[src/rtl/painel_display.sv]
// painel_display: 4-digit multiplexed active-low 7-segment panel showing controller state mnemonic and reservoir level
module painel_display #(
   parameter int REFRESH_DIV = 4,
   parameter int BLINK_DIV   = 8,
   parameter int HOLD_CYCLES = 16
) (
   input  logic       CLK,
   input  logic       RST,
   input  logic [3:0] estado,
   input  logic [3:0] reservatorio,
   input  logic       bomba,
   input  logic       termobloco,
   output logic [3:0] an,
   output logic [6:0] seg,
   output logic       dp
);
   localparam int RW = REFRESH_DIV > 1 ? $clog2(REFRESH_DIV) : 1;
   localparam int BW = BLINK_DIV > 1 ? $clog2(BLINK_DIV) : 1;
   localparam int HW = $clog2(HOLD_CYCLES + 1);
   localparam logic [RW-1:0] REF_LAST  = RW'(REFRESH_DIV - 1);
   localparam logic [BW-1:0] BLK_LAST  = BW'(BLINK_DIV - 1);
   localparam logic [HW-1:0] HOLD_LOAD = HW'(HOLD_CYCLES);
   localparam logic [6:0] G_A = 7'b0001000, G_C = 7'b1000110, G_E = 7'b0000110, G_F = 7'b0001110;
   localparam logic [6:0] G_H = 7'b0001001, G_P = 7'b0001100, G_R = 7'b0101111, G_5 = 7'b0010010;
   localparam logic [6:0] G_DASH = 7'b0111111, G_BLANK = 7'b1111111;

   logic [RW-1:0] ref_q, ref_d;
   logic [BW-1:0] blk_q, blk_d;
   logic [HW-1:0] hold_q, hold_d;
   logic [1:0]    idx_q, idx_d;
   logic [3:0]    prev_q;
   logic          phase_q, phase_d;
   logic [3:0]    an_q, an_d;
   logic [6:0]    seg_q, seg_d;
   logic          dp_q, dp_d;
   logic          ref_wrap, blk_wrap, blink_act, blank_lvl, off;
   logic [13:0]   letters;
   logic [3:0]    tens, units;
   logic [6:0]    sel;

   function automatic logic [6:0] digit7(input logic [3:0] v);
      case (v)
         4'd0:    digit7 = 7'b1000000;
         4'd1:    digit7 = 7'b1111001;
         4'd2:    digit7 = 7'b0100100;
         4'd3:    digit7 = 7'b0110000;
         4'd4:    digit7 = 7'b0011001;
         4'd5:    digit7 = 7'b0010010;
         4'd6:    digit7 = 7'b0000010;
         4'd7:    digit7 = 7'b1111000;
         4'd8:    digit7 = 7'b0000000;
         4'd9:    digit7 = 7'b0010000;
         default: digit7 = G_BLANK;
      endcase
   endfunction

   function automatic logic [13:0] mnem(input logic [3:0] e);
      case (e)
         4'd1:    mnem = {G_H, G_E};
         4'd2:    mnem = {G_P, G_R};
         4'd3:    mnem = {G_E, G_R};
         4'd4:    mnem = {G_5, G_E};
         4'd5:    mnem = {G_C, G_A};
         4'd6:    mnem = {G_R, G_F};
         default: mnem = {G_DASH, G_DASH};
      endcase
   endfunction

   always_comb begin
      ref_wrap  = ref_q == REF_LAST;
      ref_d     = ref_wrap ? '0 : ref_q + 1'b1;
      idx_d     = ref_wrap ? idx_q + 2'd1 : idx_q;
      blink_act = (estado != 4'd0 && reservatorio == 4'd0) || estado == 4'd6;
      blk_wrap  = blk_q == BLK_LAST;
      blk_d     = (!blink_act || blk_wrap) ? '0 : blk_q + 1'b1;
      phase_d   = !blink_act ? 1'b1 : (blk_wrap ? ~phase_q : phase_q);
      // a fresh entry into the wrong-code state (re)arms the hold; OFF cancels it outright
      hold_d    = estado == 4'd0 ? '0 :
                  (estado == 4'd3 && prev_q != 4'd3) ? HOLD_LOAD :
                  hold_q != '0 ? hold_q - 1'b1 : hold_q;
      letters   = hold_q != '0 ? {G_E, G_R} : mnem(estado);
      tens      = reservatorio >= 4'd10 ? 4'd1 : 4'd0;
      units     = reservatorio >= 4'd10 ? reservatorio - 4'd10 : reservatorio;
      blank_lvl = blink_act && !phase_q;
      sel       = idx_q == 2'd3 ? letters[13:7] :
                  idx_q == 2'd2 ? letters[6:0] :
                  blank_lvl ? G_BLANK : digit7(idx_q == 2'd1 ? tens : units);
      off       = estado == 4'd0;
      an_d      = off ? 4'b1111 : ~(4'b0001 << idx_q);
      seg_d     = off ? G_BLANK : sel;
      dp_d      = off ? 1'b1 : !((idx_q == 2'd2 && bomba) || (idx_q == 2'd0 && termobloco));
   end

   always_ff @(posedge CLK or posedge RST) begin
      if (RST) begin
         ref_q   <= '0;
         idx_q   <= '0;
         blk_q   <= '0;
         phase_q <= 1'b1;
         hold_q  <= '0;
         prev_q  <= '0;
         an_q    <= 4'b1111;
         seg_q   <= G_BLANK;
         dp_q    <= 1'b1;
      end else begin
         ref_q   <= ref_d;
         idx_q   <= idx_d;
         blk_q   <= blk_d;
         phase_q <= phase_d;
         hold_q  <= hold_d;
         prev_q  <= estado;
         an_q    <= an_d;
         seg_q   <= seg_d;
         dp_q    <= dp_d;
      end
   end

   assign an  = an_q;
   assign seg = seg_q;
   assign dp  = dp_q;
endmodule

[config.mk]
export PLATFORM = sky130hd
export DESIGN_NAME = painel_display
export DESIGN_NICKNAME = d
export VERILOG_FILES = /design/src/rtl/painel_display.sv
export SDC_FILE = /design/constraint.sdc
export NUM_CORES = 1
export LEC_CHECK = 0
export BUFFER_PORTS_ARGS = -buffer_cell sky130_fd_sc_hd__buf_4
export CAP_MARGIN = 30
export CORE_ASPECT_RATIO = 1.1
export CORE_MARGIN = 5
export CORE_UTILIZATION = 25
export CTS_CLUSTER_SIZE = 25
export DETAILED_ROUTE_END_ITERATION = 8
export SLEW_MARGIN = 20
export SYNTH_ARGS = -nofsm -noshare
export SYNTH_HDL_FRONTEND = slang
export SYNTH_SLANG_ARGS = --single-unit
[constraint.sdc]
create_clock -name CLK -period 4.25 [get_ports CLK]
set_input_delay 0.6375 -clock CLK [delete_from_list [all_inputs] [get_ports CLK]]
set_output_delay 0.6375 -clock CLK [all_outputs]
set_load 0.05 [all_outputs]
# Word level (Yosys, flattened, before mapping)
# Memory sizes are Yosys's and may differ from the RTL's.
# Index checks and enable logic that the tools add are counted.
# classes
magnitude_cmp	1
bitwise_logic	2
n_addsub	5
muxes	18
n_reduce_logical	17
shifts	1
n_eq_ne	13
# ops
cell	n
one-hot mux 14 bit (6 select lines)	1
two-way mux 7 bit	4
two-way mux 5 bit	3
two-way mux 14 bit	1
== test 4 x 3 -> 1 bit (second input constant)	3
two-way mux 4 bit	3
== test 4 x 2 -> 1 bit (second input constant)	2
logical NOT 4 bit	2
== test 2 bit (second input constant)	3
logical AND 1 bit	5
nonzero test 5 bit	1
subtractor 5 x 1 -> 5 bit (second input constant)	1
adder 2 x 1 -> 2 bit (second input constant)	2
== test 4 x 1 -> 1 bit (second input constant)	1
>= comparator 4 bit (second input constant)	1
two-way mux 1 bit	4
inequality test 4 x 2 -> 1 bit (second input constant)	1
inverter 4 bit	1
nonzero test 4 bit	1
<< shifter 1 x 2 -> 4 bit (first input constant)	1
subtractor 4 bit (second input constant)	1
adder 3 x 1 -> 3 bit (second input constant)	1
== test 3 bit (second input constant)	1
logical NOT 1 bit	3
8 further kinds	10
# totals
wordCells	67
romBits	112
register_bits	29
input_bits	12
memories	1
# mem_list
memory	depth	word_bits	read_ports	rd_clocked_by_memory_dff	wr	line	source
(name not given)	16	7	1	0	0	42	case (v)

# Depth between registers and ports, before layout
# depth
depth_word	8
mapped_depth	10
mapped_depth_nobuf	9

# Least setup slack after synthesis
# OpenSTA, ideal clock, no wires.
# synth_path
kind	input to register
from	input reservatorio[1]
to	register seg_q[6] (netlist: seg[6])
setup_time_ns	0.083
slack_ns	2.072
n_path_buf	1
arrival_time_ns	2.095
stages	7
t_required_ns	4.167
path_cell_list	buf_2 -> inv_1 -> ha_1 -> nor2b_1 -> o211a_1 -> or3_1 -> a221o_1
# synth_between
elab_chain_len	8
# synth_lines
item	line	source
from (decl)	10	input logic [3:0] reservatorio,
subtractor 4 bit (tied with other cells)	83	units = reservatorio >= 4'd10 ? reservatorio - 4'd10 : reservatorio;
two-way mux 4 bit (tied with other cells)	83	
two-way mux 4 bit or logical OR 1 bit (tied branches)	87, 73	
memory read (16 x 7 bit) or logical AND 1 bit (tied branches)	n/a	
two-way mux 7 bit (*)	87	blank_lvl ? G_BLANK : digit7(idx_q == 2'd1 ? tens : units);
two-way mux 7 bit (*)	86	idx_q == 2'd2 ? letters[6:0] :
two-way mux 7 bit (*)	85	sel = idx_q == 2'd3 ? letters[13:7] :
two-way mux 7 bit (*)	90	seg_d = off ? G_BLANK : sel;
named net seg_d[6]	34	logic [6:0] seg_q, seg_d;
to (signal assigned)	113	seg_q <= seg_d;
to (decl)	34	
# The timed path passes the listed nets; every way through them passes the cells marked *.
# A chain may end at the register's enable or synchronous reset.

# Worst setup path in the final report
# layout_path
from	register idx_q[1]
to	register seg_q[1] (netlist: seg[1])
# layout_between
elab_chain_len	7
# layout_lines
item	line	source
from (decl)	30	logic [1:0] idx_q, idx_d;
from (signal assigned)	107	idx_q <= idx_d;
== test 2 x 1 -> 1 bit	87	
two-way mux 4 bit	87	
memory read (16 x 7 bit)	n/a	
two-way mux 7 bit	87	
two-way mux 7 bit	86	
two-way mux 7 bit (*)	85	
two-way mux 7 bit (*)	90	
named net seg_d[1]	34	
# Marked as above.

==> results.toml <==
[power]
power_density_mw_per_mm2 = 371
max-vdd-ir-drop_mv = 0.119
power.leakage_nw = 0.958
power_uw = 801

[job]
maxCapViolations = 0

[floorplan]
die_h_um = 101
die_x_um = 92.4
start_util_pct = 25.4
ios = 24
rows = 33
die-area_mm2 = 0.00929
coreArea_mm2 = 0.00735

[critical_path]
crit_path_frequent_cell = "ha_1"
critPathRequiredTime_ns = 4.47
cpPeakStageDelay_ns = 0.40
cp_max_fo = 11
path_class = "reg -> reg"
critPathLaunchType = "flip-flop"
endpoint_kind = "flip-flop"
crit_path_top_delay_cell = "dfrtp_1"
path_cells = "inv_1 > ha_1 > and2b_2 > a21o_1 > ha_1 > nor3_1 > a221oi_1 > nand2_1"
cp.arrival_ns = 2.44

[finish]
area_delta_synth_final_pct = 15.6
instances_no_fill = 296
nNetsFinal = 232
drive_above_1_share_pct = 25.8
num_antenna_cells = 0
utilization_pct = 29.3
design_area_mm2 = 0.00216

[placed_design]
post-place-ws_ns = 2.02
numPortBuffers = 23
gp_congestion = 0.843
dpl-instance-area_mm2 = 0.00207
dp_cells = 288
dpl.hpwl_mm = 2.95

[synth]
ys_types = 59
syn-num-nets = 212
syn_avg_cell_area_um2 = 9.92
synth_most_common_cell = "nand2_1"
synth_top_cell_by_area = "dfrtp_1"
yosys_warnings = 0
synth_seq_area_share_pct = 39.8
synth_edf_count = 0
netlist_area_mm2 = 0.00187
synthArstFlopShare_pct = 100
syn_inst = 188
synth_top_area_share_pct = 21.5
netlist_top_cells_area = "dfrtp_1 21%, dfstp_2 18%, ha_1 8.0%, nand2_1 3.6%, inv_1 2.6%"
synth_common_cells = "18 x nand2_1, 16 x dfrtp_1, 13 x dfstp_2, 13 x inv_1"
ys.flop_type = "dfrtp_1"
synth_seq_cells = 29

[detailed_routing]
via_per_inst = 5.04
wire_per_inst_um = 13.6
vias = 1493
drt_iter0_drc = 153
drtAntennaViolNets = 0
wl_mm = 4.02
firstDrtPassIters = 4
route.detailed.drc = 0

[clocking]
cts_root_buf = "clkbuf_8"
htree_num_levels = 2
worst_skew_pair.late_latency_ns = 0.28
clock-sinks = 29
hold_buffers = 0
cts_tree = "built"
cts_resized = 0
clkSlewWorstSetupHoldPaths_ns = 0.06
cts-buffers-inserted = 5
clockBufferDepth = 2
post_cts_buffers = 0

[sta]
fmax_mhz = 450
finalCritPeriodShare_pct = 52.3
finalWorstSetupSlack_ns = 2.03
skew_ns = 0.00444
fin_hold_ws_ns = 0.424
rsz0062_at_grt = "no"
drv_slew = 0
tightest_slew_ns = 0.490
maxSlewHeadroom_pct = 67.2
finalCriticalPeriod_ns = 2.22
finalSetupViolations = 0
tns_ns = 0
hold_viol_final = 0

[worst_hold_path]
hold_class = "in -> async"

[global_routing]
grt_pass1_wl_mm = 6.52
antenna_found_initial = 0
grt_max_degree = 30
grt_pass1_vias = 1438
grt_use_total_pct = 8.80
grt_overflow = 0

[run_status]
status = "finished clean"
[cell usage in the layout (no fill, tap or decap), types with 2 or more instances in the layout]
master | Yosys | final
a21o_1 | 3 | 3
nor2b_1 | 4 | 4
a41oi_1 | 4 | 4
ha_1 | 12 | 12
nor2_1 | 12 | 12
o21ai_0 | 5 | 5
or2_2 | 3 | 3
xnor2_1 | 2 | 2
or4_1 | 2 | 2
dfstp_2 | 13 | 13
buf_4 | 2 | 24
a21oi_1 | 9 | 9
nand3_1 | 3 | 3
and2_1 | 3 | 3
nor3_1 | 5 | 5
clkbuf_8 | 0 | 6
a21boi_0 | 3 | 3
o221ai_1 | 2 | 2
nand2_1 | 18 | 18
xor2_1 | 2 | 2
a31oi_1 | 5 | 5
inv_1 | 13 | 13
dfrtp_1 | 16 | 16
a211oi_1 | 2 | 2
nand2b_1 | 3 | 3
clkbuf_1 | 1 | 2
a221oi_1 | 2 | 2
nor4_1 | 2 | 2
[area by class of cell]
| cell class | instances | area (µm²) |
|---|---|---|
| sequential | 29 | 742 |
| clock buffer | 8 | 90.1 |
| multi-input combinational | 135 | 987 |
| inverter | 13 | 48.8 |
| timing repair buffer | 24 | 180 |
| fill | 785 | 5190 |
| tap | 87 | 109 |
[cells by family after synthesis]
family                   share of synthesized area (%)
AO/OA/AOI/OAI                                     22.2
AND/OR/NAND/NOR                                   20.2
adder cells (fa/ha/maj)                           8.05
buffers and inverters                             7.31
multiplexers                                     0.604
XOR/XNOR                                          1.88
flip-flops                                        39.8
[report_power, final]
part	leakage [nW]	internal (mW)	switching, mW
combinational	0.577	0.0910	0.130
clock	0.0455	0.132	0.0959
sequential	0.335	0.320	0.0326
[critical path: cells and delay by family, from the launching register on]
kind                       cells  cell delay [ns]
buffers and inverters          1             0.10
and+or+nand+nor                3             0.64
DFF                            1             0.40
adders and majority gates      2             0.66
AOI/OAI and AO/OA              2             0.37
[sequential cells by signal, indices dropped and copies added, names as in the netlist]
register and count:
an 4, blk_q 3, dp 1, hold_q 5, idx_q 2, phase_q 1
prev_q 4, ref_q 2, seg 7
[layer usage]
metal	GRT usage [%]	vias to the layer above	part of all wire (%)
met2	15.2	34	49
met4	4.46	0	2.0
met3	2.61	12	5.4
li1	-	725	-
met1	9.83	722	43
met5	0	-	0
[final timing paths]
kind | start | slack, ns | end | depth (start not counted)
max in group asynchronous | RST | 3.51 | an[3] | 3
worst max-delay path | idx_q[1] | 2.03 | seg[1] | 8
worst min register to register | ref_q[0] | 0.42 | ref_q[0] | 1
min in group CLK | ref_q[0] | 0.42 | ref_q[0] | 1
worst max register to register | idx_q[1] | 2.03 | seg[1] | 8
worst min-delay path | RST | 0.42 | prev_q[2] | 3
(Power assumes the default switching activity.)
